**config.mk**
```make
export PLATFORM = sky130hd
export DESIGN_NAME = ucode_sequencer
export DESIGN_NICKNAME = d
export VERILOG_FILES = /design/src/rtl/ucode_pkg.sv /design/src/rtl/ucode_decode.sv /design/src/rtl/ucode_sequencer.sv
export SDC_FILE = /design/constraint.sdc
export NUM_CORES = 1
export LEC_CHECK = 0
export ABC_AREA = 0
export ABC_CLOCK_PERIOD_IN_PS = 2450
export CORE_MARGIN = 2
export CORE_UTILIZATION = 50
export DETAILED_ROUTE_END_ITERATION = 8
export PLACE_DENSITY_LB_ADDON = 0.1
export SYNTH_ARGS = -nofsm -noshare
export SYNTH_HDL_FRONTEND = slang
export SYNTH_HIERARCHICAL = 1
export SYNTH_SLANG_ARGS = --single-unit
export TNS_END_PERCENT = 100
```
**constraint.sdc**
```tcl
create_clock -name clk -period 2.45 [get_ports clk]
set_clock_uncertainty 0.2 [all_clocks]
set_input_delay 0.6125 -clock clk [delete_from_list [all_inputs] [get_ports clk]]
set_output_delay 0.6125 -clock clk [all_outputs]
set_load 0.05 [all_outputs]
```
**src/rtl/ucode_pkg.sv**
```systemverilog
// Shared constants, field widths and state encoding for the microcode sequencer.
// TRAP state only exists when UCSEQ_ILLEGAL_TRAP_EN is defined.
package ucode_pkg;
  localparam int ADDR_W = 6;
  localparam int DATA_W = 20;
  localparam int PAY_W  = 12;
  localparam int CNT_W  = 8;

  localparam logic [3:0] OP_OUT  = 4'h0;
  localparam logic [3:0] OP_HALT = 4'h1;
  localparam logic [3:0] OP_JUMP = 4'h2;
  localparam logic [3:0] OP_WAIT = 4'h4;
  localparam logic [3:0] OP_LOAD = 4'h8;

  localparam logic [3:0] JC_ALWAYS = 4'h0;
  localparam logic [3:0] JC_CNT    = 4'h1;
  localparam logic [3:0] JC_FLAG   = 4'h2;

  typedef enum logic [2:0] {
    S_IDLE,
    S_FETCH,
    S_EXEC,
    S_OUT_HOLD,
`ifdef UCSEQ_ILLEGAL_TRAP_EN
    S_WAIT,
    S_TRAP
`else
    S_WAIT
`endif
  } state_t;
endpackage

```
**src/rtl/ucode_decode.sv**
```systemverilog
// Combinational split of a microcode word into opcode, field A and immediate,
// plus a flag telling whether the opcode is one the sequencer defines.
module ucode_decode
  import ucode_pkg::*;
(
  input  logic [DATA_W-1:0] word_i,
  output logic [3:0]        opcode_o,
  output logic [3:0]        field_a_o,
  output logic [7:0]        imm_o,
  output logic              legal_o
);
  logic unused_rsvd;

  assign opcode_o    = word_i[15:12];
  assign field_a_o   = word_i[11:8];
  assign imm_o       = word_i[7:0];
  assign unused_rsvd = ^word_i[19:16];

  always_comb begin
    legal_o = 1'b0;
    case (opcode_o)
      OP_OUT, OP_HALT, OP_JUMP, OP_WAIT, OP_LOAD: legal_o = 1'b1;
      default:                                    legal_o = 1'b0;
    endcase
  end
endmodule

```
**src/rtl/ucode_sequencer.sv**
```systemverilog
// Microcode sequencer: fetches from a 1-cycle-latency ROM, executes, emits words
// over valid/ready. Optional illegal-opcode trap under UCSEQ_ILLEGAL_TRAP_EN.
module ucode_sequencer
  import ucode_pkg::*;
(
  input  logic              clk,
  input  logic              rst,
  input  logic              start,
  input  logic              flag_in,
  output logic              rom_en,
  output logic [ADDR_W-1:0] rom_addr,
  input  logic [DATA_W-1:0] rom_data,
  output logic [PAY_W-1:0]  out_data,
  output logic              out_valid,
  input  logic              out_ready,
  output logic              busy,
  output logic              done,
  output logic              err
);
  state_t            state_q, state_d;
  logic [ADDR_W-1:0] pc_q, pc_d;
  logic [CNT_W-1:0]  cnt_q, cnt_d;
  logic [CNT_W-1:0]  wait_q, wait_d;
  logic [PAY_W-1:0]  out_q, out_d;
  logic              done_q, done_d;
  logic [3:0]        opcode, field_a;
  logic [7:0]        imm;
  logic              op_legal;

  ucode_decode u_decode (
    .word_i    (rom_data),
    .opcode_o  (opcode),
    .field_a_o (field_a),
    .imm_o     (imm),
    .legal_o   (op_legal)
  );

  always_ff @(posedge clk or posedge rst) begin
    if (rst) begin
      state_q <= S_IDLE;
      pc_q    <= '0;
      cnt_q   <= '0;
      wait_q  <= '0;
      out_q   <= '0;
      done_q  <= 1'b0;
    end else begin
      state_q <= state_d;
      pc_q    <= pc_d;
      cnt_q   <= cnt_d;
      wait_q  <= wait_d;
      out_q   <= out_d;
      done_q  <= done_d;
    end
  end

  always_comb begin
    state_d = state_q;
    pc_d    = pc_q;
    cnt_d   = cnt_q;
    wait_d  = wait_q;
    out_d   = out_q;
    done_d  = 1'b0;
    case (state_q)
      S_IDLE: begin
        if (start) begin
          state_d = S_FETCH;
          pc_d    = '0;
        end
      end
      S_FETCH: state_d = S_EXEC;
      S_EXEC: begin
        // pc advances by default; 6-bit arithmetic gives the 63 -> 0 wrap
        state_d = S_FETCH;
        pc_d    = pc_q + 6'd1;
        case (opcode)
          OP_OUT: begin
            out_d   = rom_data[PAY_W-1:0];
            state_d = S_OUT_HOLD;
          end
          OP_HALT: begin
            state_d = S_IDLE;
            pc_d    = pc_q;
            done_d  = 1'b1;
          end
          OP_JUMP: begin
            case (field_a)
              JC_ALWAYS: pc_d = imm[ADDR_W-1:0];
              JC_CNT: begin
                if (cnt_q != '0) begin
                  cnt_d = cnt_q - 8'd1;
                  pc_d  = imm[ADDR_W-1:0];
                end
              end
              JC_FLAG: if (flag_in) pc_d = imm[ADDR_W-1:0];
              default: ;
            endcase
          end
          OP_WAIT: begin
            if (imm != '0) begin
              state_d = S_WAIT;
              wait_d  = imm;
            end
          end
          OP_LOAD: cnt_d = imm;
          default: begin
`ifdef UCSEQ_ILLEGAL_TRAP_EN
            if (!op_legal) begin
              state_d = S_TRAP;
              pc_d    = pc_q;
            end
`endif
          end
        endcase
      end
      S_OUT_HOLD: if (out_ready) state_d = S_FETCH;
      S_WAIT: begin
        if (wait_q <= 8'd1) state_d = S_FETCH;
        else                wait_d  = wait_q - 8'd1;
      end
`ifdef UCSEQ_ILLEGAL_TRAP_EN
      S_TRAP: state_d = S_TRAP;
`endif
      default: state_d = S_IDLE;
    endcase
  end

  assign rom_en    = (state_q == S_FETCH);
  assign rom_addr  = pc_q;
  assign out_data  = out_q;
  assign out_valid = (state_q == S_OUT_HOLD);
  assign busy      = (state_q != S_IDLE);
  assign done      = done_q;

`ifdef UCSEQ_ILLEGAL_TRAP_EN
  assign err = (state_q == S_TRAP);
`else
  logic unused_legal;
  assign unused_legal = op_legal;
  assign err          = 1'b0;
`endif
endmodule
```
==> metrics.md, run 1 <==
| Metric | Value |
|---|---|
| Area Growth Syn to Fin | `29.9%` |
| Mapped cell area | `2350 um^2` |
| First-pass GRT wire length | `9920 um` |
| Placed Cells | `356` |
| Finished Cell Area | `3050 um^2` |
| DP Area | `2940 um^2` |
| Pint | `1.75 mW` |
| Num CTS Buffers | `5` |
| Clock Latency Late Sink | `0.29 ns` |
| Syn Inst Count | `252` |
| Max-cap viol count | `0` |
| Combinational share of power | `0.545` |
| DR iter-0 viols | `114` |
| DP Wirelength | `4250 um` |
| Power Density | `1050 nW/um^2` |
| Hold crit path type | `flip-flop to flip-flop` |
| Avg Cell Area, Syn | `9.31 um^2` |
| Drt first pass iters | `4` |
| Min Clock Period, post-route | `2.36 ns` |
| Vias in the first global route | `2145` |
| H-tree levels | `2` |
| Crit path max fanout | `14` |
| Die width | `72.5 um` |
| Post-DR vias/cell | `5.78` |
| Crit Path Class | `primary input to flip-flop` |
| Routed WL | `5740 um` |
| Core ar. | `4440 um^2` |
| Worst path arrival time | `2.31 ns` |
| RD Place Congestion | `0.821` |
| Hold Vio Cnt, Final | `0` |
| Post-route DRC | `0` |
| Row count | `24` |
| RSZ-0062 raised after global routing | `no` |
| Post-DRT Antenna Nets | `0` |
| Drt wl/cell | `15.8 um` |
| Gr ovfl total | `0` |
| Slew margin rel. | `0.655` |
| Vias after detailed routing | `2099` |
| Max frequency | `0.423 GHz` |
| Gates resized, CTS repair | `0` |
| Final hold slack | `0.299 ns` |
| Slowest CP cell | `clkdlybuf4s50_1` |
| TritonCTS Sinks | `38` |
| Crit end category | `flip-flop` |
| GRT Util Overall | `0.247` |
| CTS tree | `built` |
| Yosys warns | `6` |
| Clock root cell | `clkbuf_8` |
| Syn Nets | `281` |
| Endpoints failing setup | `0` |
| P_leak | `1.35 nW` |
| Sw Share | `0.452` |
| Status | `completed` |
| Clk pwr share | `0.128` |
| Fill count | `373` |
| Layout cell share with drive strength beyond 1 | `0.215` |
| Net Switching | `1.44 mW` |
| Final slew viol count | `0` |
| Post-CTS Setup Inserts | `0` |
| Final worst-path cycle share | `0.965` |
| R2R depth | `7` |
| Die H | `72.5 um` |
| Crit path largest cell delay | `0.60 ns` |
| Hold_buf cts | `0` |
| Final Instance Count excl. Fillers | `363` |
| Peak VDD IR | `688 uV` |
| Hold-critical path depth | `1` |
| Slew @ Worst Pin | `0.516 ns` |
| Largest net degree at the start of global routing | `39` |
| CP Cell Sequence | `clkdlybuf4s50_1 > nor4b_1 > and2_1 > o21ai_2 > o21bai_1 > o2bb2ai_1` |
| Initial Utilization | `0.528` |
| Reg power frac | `0.328` |
| Initial antenna violation count | `0` |
| Inserted Diodes | `0` |
| Nets | `340` |
| WP data required | `2.40 ns` |
| Startpoint types | `primary input` |
| Worst-path clk slew | `0.07 ns` |
| IO Count | `48` |
| Die area | `5260 um^2` |
| PortBufs | `42` |
| Max Buffers Root-to-Sink | `2` |
==> flip-flops by register name, summed over array words and instances, names as in the netlist <==
name	count
state_q	3
cnt_q	8
out_data	12
wait_q	8
rom_addr	6
done	1
==> path summary, 6_finish.rpt <==
kind	from	endpoint	slack, ns
setup / recovery	rom_data[14]	wait_q[6]$_DFFE_PP0P_	0.09
hold / removal	cnt_q[7]$_DFFE_PP0P_	cnt_q[7]$_DFFE_PP0P_	0.30
setup reg to reg	wait_q[0]$_DFFE_PP0P_	wait_q[6]$_DFFE_PP0P_	0.16
hold reg to reg	cnt_q[7]$_DFFE_PP0P_	cnt_q[7]$_DFFE_PP0P_	0.30
max in group asynchronous	rst	out_data[4]$_DFFE_PP0P_	1.17
min in group asynchronous	rst	cnt_q[4]$_DFFE_PP0P_	0.54
==> power by group through the flow <==
stage	clock network, mW	registers [mW]	logic [mW]
3_3_place_gp	0	1.04	1.69
2_1_floorplan	0	1.38	0.817
6_report	0.408	1.04	1.74
3_5_place_dp	0	1.05	1.71
5_1_grt	0.452	1.08	1.88
4_1_cts	0.423	1.04	1.72
==> placed cells by master (no fill, tap or decap), types with 2 or more instances in the layout <==
master,count
mux2_2,12
a21oi_1,21
o21bai_1,5
clkbuf_1,2
dlymetal6s2s_1,3
nor3_1,9
ha_1,4
inv_1,13
a22oi_1,7
clkbuf_8,5
a32oi_1,2
dfrtp_1,38
nor4b_1,4
clkdlybuf4s50_1,36
buf_12,2
nor2_1,22
and2_1,2
o21ai_0,10
nor2b_1,4
o21ai_1,11
nand3_1,6
buf_4,36
nand2_1,12
nand2b_1,5
nor4_1,8
o2bb2ai_1,5
==> critical path, delay by kind of cell <==
kind	cells	cell delay [ns]
compound gates	3	0.52
simple gates	2	0.57
buf+inv	1	0.60
==> per-layer routing <==
| metal | up-vias | track usage | share of wire |
|---|---|---|---|
| li1 | 1021 | - | - |
| met1 | 1004 | 0.317 | 0.44 |
| met2 | 59 | 0.398 | 0.48 |
| met3 | 15 | 0.0611 | 0.047 |
| met4 | 0 | 0.105 | 0.032 |
| met5 | - | 0 | 0 |
==> stage by stage <==
stage / util / worst slack, ns / power [mW] / TNS [ns]
final: 0.686 / 0.0856 / 3.19 / 0
after global routing: 0.686 / 0.0346 / 3.41 / 0
after CTS: 0.678 / 0.0102 / 3.18 / 0
after detailed placement: 0.661 / -0.302 / 2.76 / -5.59
after global placement: 0.661 / -0.249 / 2.73 / -4.85
after floorplan: - / 0.274 / 2.20 / 0
==> final cells by class <==
| class | count | area (um^2) | area share |
|---|---|---|---|
| clock buffer | 7 | 76.3 | 0.0250 |
| inverter | 13 | 48.8 | 0.0160 |
| multi-input combinational | 176 | 1200 | 0.393 |
| sequential | 38 | 951 | 0.312 |
| tap | 52 | 65.1 | 0.0213 |
| timing repair buffer | 77 | 708 | 0.232 |
Note: power is estimated with default switching activity, not from simulation.
==> inputs of run 2 (changes only) <==
Settings changed: CORE_MARGIN 2 to 1.5.
==> metrics.md, run 2 (synthesis gave the netlist of run 1 again) <==
| Metric | Value |
|---|---|
| Clock Latency Late Sink | `0.29 ns (about the same)` |
| Gates resized, CTS repair | `0 (unchanged)` |
| Final worst slack | `0.114 ns (+0.0283 ns)` |
| Initial Utilization | `0.528 (unchanged)` |
| GRT Util Overall | `0.238 (-0.00869)` |
| Row count | `24 (unchanged)` |
| Crit end category | `output port` |
| Slowest CP cell | `clkdlybuf4s50_1` |
| RD Place Congestion | `0.881 (+7.4%)` |
| Nets | `338 (-0.59%)` |
| WP data required | `1.64 ns (-0.76 ns)` |
| Num CTS Buffers | `5 (unchanged)` |
| Slew @ Worst Pin | `0.513 ns (-0.00323 ns)` |
| Drt first pass iters | `6 (+2)` |
| TritonCTS Sinks | `38 (unchanged)` |
| First-pass GRT wire length | `9460 um (-4.7%)` |
| Vias after detailed routing | `2050 (-2.3%)` |
| CP Cell Sequence | `clkdlybuf4s50_1` |
| Min Clock Period, post-route | `2.34 ns (-0.0283 ns)` |
| Largest net degree at the start of global routing | `39 (unchanged)` |
| Endpoints failing setup | `0 (unchanged)` |
| Die area | `5110 um^2 (-2.7%)` |
| Slew margin rel. | `0.657 (+0.00216)` |
| Hold crit path type | `flip-flop to flip-flop` |
| Hold_buf cts | `0 (unchanged)` |
| Max FFs per register | `12 (unchanged)` |
| Post-CTS Setup Inserts | `0 (unchanged)` |
| DR iter-0 viols | `133 (+17%)` |
| Hold Vio Cnt, Final | `0 (unchanged)` |
| Crit path largest cell delay | `0.82 ns (+0.22 ns)` |
| Sw Share | `0.449 (-0.00337)` |
| Crit Path Class | `flip-flop to output port` |
| PortBufs | `42 (unchanged)` |
| Max frequency | `0.428 GHz (+1.2%)` |
| Placed Cells | `354 (-0.56%)` |
| RSZ-0062 raised after global routing | `no` |
| Buf+Inv Stages, Crit Path | `1 (unchanged)` |
| Area Growth Syn to Fin | `30.7%` |
| Combinational share of power | `0.538 (-0.007)` |
| Clk pwr share | `0.140 (+0.012)` |
| Status | `complete, but fails checks` |
| Routed WL | `5620 um (-2.0%)` |
| Commonest non-fill, non-tap cells in the layout | `dfrtp_1 (38), clkdlybuf4s50_1 (36), buf_4 (34)` |
| Die H | `71.5 um (-1.4%)` |
| Inserted Diodes | `0 (unchanged)` |
| Violated checks | `design-rule violations` |
| Reg power frac | `0.322 (-0.006)` |
| Post-DR vias/cell | `5.66 (-2.1%)` |
| Final Instance Count excl. Fillers | `362 (-0.28%)` |
| Final worst-path cycle share | `0.954 (-0.0115)` |
| DP Wirelength | `4100 um (-3.7%)` |
| Post-DRT Antenna Nets | `0 (unchanged)` |
| Core ar. | `4440 um^2 (unchanged)` |
| Fill count | `360 (-3.5%)` |
| Initial antenna violation count | `0 (unchanged)` |
| Peak VDD IR | `737 uV (+7.2%)` |
| Vias in the first global route | `2026 (-5.5%)` |
| Pre-CTS setup slack | `-0.291 ns (+0.0113 ns)` |
| Max Buffers Root-to-Sink | `2 (unchanged)` |
| Post-route DRC | `2 (+2)` |
| Startpoint types | `flip-flop` |
| H-tree levels | `2 (unchanged)` |
| Worst path arrival time | `1.52 ns (-0.79 ns)` |
| Crit path max fanout | `5 (-9)` |
| Drt wl/cell | `15.5 um (-1.7%)` |
| P_leak | `1.36 nW (+0.35%)` |
| Max-cap viol count | `0 (unchanged)` |
| Clock root cell | `clkbuf_8` |
| Power Density | `1050 nW/um^2 (+0.43%)` |
| Net Switching | `1.45 mW (+0.30%)` |
| Pint | `1.78 mW (+1.7%)` |
| Most common cell after layout, fill and taps aside | `dfrtp_1` |
| IO Count | `48 (unchanged)` |
| Gr ovfl total | `0 (unchanged)` |
| CP top delay family | `buffers and inverters` |
| Worst-path clk slew | `0.07 ns (about the same)` |
| Layout cell share with drive strength beyond 1 | `0.226 (+0.0104)` |
| CTS tree | `built` |
| Final hold slack | `0.299 ns (+0.0000990 ns)` |
| Final slew viol count | `0 (unchanged)` |
| Die width | `71.5 um (-1.4%)` |
==> run 2: power groups by stage <==
stage	sequential (mW)	combinational, mW	clock (mW)
finish	1.04	1.73	0.450
global route	1.08	1.88	0.492
CTS	1.04	1.71	0.465
detailed placement	1.05	1.71	0
global placement	1.04	1.68	0
floorplan	1.38	0.817	0
==> run 2: through the flow <==
| stage | utilization | area (um^2) | power (mW) | TNS (ns) |
|---|---|---|---|---|
| 3_3_place_gp | 0.658 | 2920 | 2.73 | -4.35 |
| 4_1_cts | 0.678 | 3020 | 3.22 | 0 |
| 5_1_grt | 0.690 | 3070 | 3.44 | 0 |
| 6_report | 0.690 | 3070 | 3.22 | 0 |
| 2_1_floorplan | - | 2350 | 2.20 | 0 |
| 3_5_place_dp | 0.658 | 2920 | 2.75 | -5.48 |
==> run 2: final timing paths <==
check / start / to / slack, ns / depth (start not counted)
setup / recovery: rom_addr[0]$_DFFE_PP0P_ / rom_addr[0] / 0.11 / 1
hold / removal: cnt_q[7]$_DFFE_PP0P_ / cnt_q[7]$_DFFE_PP0P_ / 0.30 / 1
setup reg to reg: wait_q[0]$_DFFE_PP0P_ / wait_q[6]$_DFFE_PP0P_ / 0.25 / 7
hold reg to reg: cnt_q[7]$_DFFE_PP0P_ / cnt_q[7]$_DFFE_PP0P_ / 0.30 / 1
max in group asynchronous: rst / state_q[1]$_DFFE_PP0P_ / 1.18 / 3
min in group asynchronous: rst / wait_q[4]$_DFFE_PP0P_ / 0.53 / 3
==> run 2: metal layers <==
metal	share of wire	track usage	wire length, um
met2	0.48	0.387	2720
met1	0.44	0.311	2470
met4	0.023	0.0901	129
met3	0.054	0.0549	301
met5	0	0	0
==> run 2: final cells by class <==
cell class                 instances  area [um^2]  share of cell area
clock buffer                       7         86.3              0.0282
clock inverter                     1         5.00             0.00163
inverter                          13         48.8              0.0159
multi-input combinational        176         1220               0.397
sequential                        38          951               0.310
tap                               52         65.1              0.0212
timing repair buffer              75          693               0.226
==> inputs of run 3 (changes only) <==
Settings changed: ABC_AREA 0 to default, ABC_CLOCK_PERIOD_IN_PS 2450 to 2600.
Clock period 2.45 ns to 2.6 ns, I/O delays scaled along.
==> metrics.md, run 3 (synthesis gave the netlist of run 1 again) <==
| Metric | Value |
|---|---|
| Startpoint types | `primary input` |
| Max FFs per register | `12 (unchanged)` |
| DR WL met3 | `215 um (-29%)` |
| DP Wirelength | `4070 um (-0.62%)` |
| Clock root cell | `clkbuf_8` |
| Slew @ Worst Pin | `0.555 ns (+0.0420 ns)` |
| Met2 wire length | `2660 um (-2.4%)` |
| Gr ovfl total | `0 (unchanged)` |
| Num CTS Buffers | `5 (unchanged)` |
| P_leak | `1.30 nW (-4.2%)` |
| Hold-critical path depth | `1 (unchanged)` |
| Final worst-path cycle share | `0.964` |
| Commonest non-fill, non-tap cells in the layout | `clkdlybuf4s50_1 (39), dfrtp_1 (38), buf_4 (30)` |
| IO Count | `48 (unchanged)` |
| First-pass GRT wire length | `9270 um (-2.0%)` |
| Die width | `71.5 um (unchanged)` |
| Slew margin rel. | `0.627 (-0.0298)` |
| Worst path arrival time | `2.46 ns (+0.94 ns)` |
| Highest metal layer with signal wires | `met4` |
| PortBufs | `42 (unchanged)` |
| Drt first pass iters | `6 (unchanged)` |
| Post-CTS Setup Inserts | `0 (unchanged)` |
| Die H | `71.5 um (unchanged)` |
| Hold crit path type | `flip-flop to flip-flop` |
| RSZ-0062 raised after global routing | `no` |
| GRT Util Overall | `0.236 (-0.00270)` |
| Row count | `24 (unchanged)` |
| Status | `completed` |
| Clock Latency Late Sink | `0.29 ns (about the same)` |
| DR iter-0 viols | `183 (+38%)` |
| Fill count | `375 (+4.2%)` |
| Area Growth Syn to Fin | `27.3%` |
| Crit end category | `flip-flop` |
| Finished Cell Area | `2990 um^2 (-2.6%)` |
| Hold Vio Cnt, Final | `0 (unchanged)` |
| Initial Utilization | `0.528 (unchanged)` |
| Hold_buf cts | `0 (unchanged)` |
| Post-DRT Antenna Nets | `0 (unchanged)` |
| CTS tree | `built` |
| RD Place Congestion | `0.851 (-3.5%)` |
| Vias in the first global route | `1964 (-3.1%)` |
| DP Area | `2900 um^2 (-0.68%)` |
| Layout cell share with drive strength beyond 1 | `0.199 (-0.0265)` |
| Initial antenna violation count | `0 (unchanged)` |
| Setup_tns | `0 ns (unchanged)` |
| Min Clock Period, post-route | `2.51 ns` |
| Post-route DRC | `0 (-2)` |
| Vias after detailed routing | `2068 (+0.88%)` |
| Max frequency | `0.399 GHz` |
| R2R depth | `7 (unchanged)` |
| Inserted Diodes | `0 (unchanged)` |
| Core ar. | `4440 um^2 (unchanged)` |
| Nets | `335 (-0.89%)` |
| Routed WL | `5500 um (-2.1%)` |
| Largest net degree at the start of global routing | `39 (unchanged)` |
| Die area | `5110 um^2 (unchanged)` |
| Max-cap viol count | `0 (unchanged)` |
| Gates resized, CTS repair | `1 (+1)` |
| H-tree levels | `2 (unchanged)` |
| WP data required | `2.56 ns (+0.92 ns)` |
| Total power | `2.97 mW (-7.9%)` |
| Final slew viol count | `0 (unchanged)` |
| Max Buffers Root-to-Sink | `2 (unchanged)` |
| Endpoints failing setup | `0 (unchanged)` |
| Power Density | `994 nW/um^2 (-5.4%)` |
| Crit Path Class | `primary input to flip-flop` |
| Peak VDD IR | `644 uV (-13%)` |
| Crit path max fanout | `7 (+2)` |
| Post-DR vias/cell | `5.78 (+2.0%)` |
| TritonCTS Sinks | `38 (unchanged)` |
| Worst-path clk slew | `0.07 ns (about the same)` |
| Met1 Wirelength | `2570 um (+4.2%)` |
| Drt wl/cell | `15.4 um (-1.0%)` |
| Most common cell after layout, fill and taps aside | `clkdlybuf4s50_1` |
==> run 3: cell types whose count changed in the layout (fill, tap and decap cells not counted), sizes merged <==
cell           change
clkinv             -1
dlymetal6s2s       -3
dlygate4sd2        +1
clkdlybuf4s50      +3
buf                -4
==> run 3: layout make-up <==
class,count,area (um^2),area share
multi-input cells,176,1180,0.395
inverters,13,48.8,0.0163
flip-flops and latches,38,951,0.318
repair buffers,72,664,0.222
clock buffers,7,76.3,0.0256
well taps,52,65.1,0.0218
==> run 3: report_power, final <==
part / total, mW / switching, mW / internal (mW)
Combinational: 1.63 / 0.981 / 0.646
Clock: 0.382 / 0.197 / 0.185
Sequential: 0.958 / 0.160 / 0.798
Total: 2.97 / 1.34 / 1.63
==> run 3: final timing paths <==
check | start | end | slack [ns]
setup / recovery | rom_data[12] | state_q[0]$_DFFE_PP0P_ | 0.09
hold / removal | out_data[10]$_DFFE_PP0P_ | out_data[10]$_DFFE_PP0P_ | 0.31
setup reg to reg | wait_q[0]$_DFFE_PP0P_ | wait_q[6]$_DFFE_PP0P_ | 0.33
hold reg to reg | out_data[10]$_DFFE_PP0P_ | out_data[10]$_DFFE_PP0P_ | 0.31
max in group asynchronous | rst | out_data[11]$_DFFE_PP0P_ | 1.29
min in group asynchronous | rst | cnt_q[4]$_DFFE_PP0P_ | 0.57
==> run 3: worst max-delay path: stages <==
cell and delay [ns]:
clkdlybuf4s50_1 0.64, or4b_4 0.55, nand2_1 0.12, a21oi_1 0.06, a2111oi_1 0.34, nor4b_1 0.10
==> run 3: metrics by stage <==
stage                     instances  worst slack [ns]   util  hold WS [ns]
after CTS                       358            0.0596  0.670         0.312
after global routing            358           0.00177  0.672         0.330
after global placement          351            -0.133  0.653         0.278
after floorplan                 252             0.387      -         0.257
after detailed placement        351            -0.248  0.653         0.294
final                           358            0.0934  0.672         0.308
==> run 3: layer usage <==
metal	track usage	up-vias
met3	0.0478	7
met5	0	-
met2	0.384	44
met4	0.0566	0
li1	-	1009
met1	0.325	1008
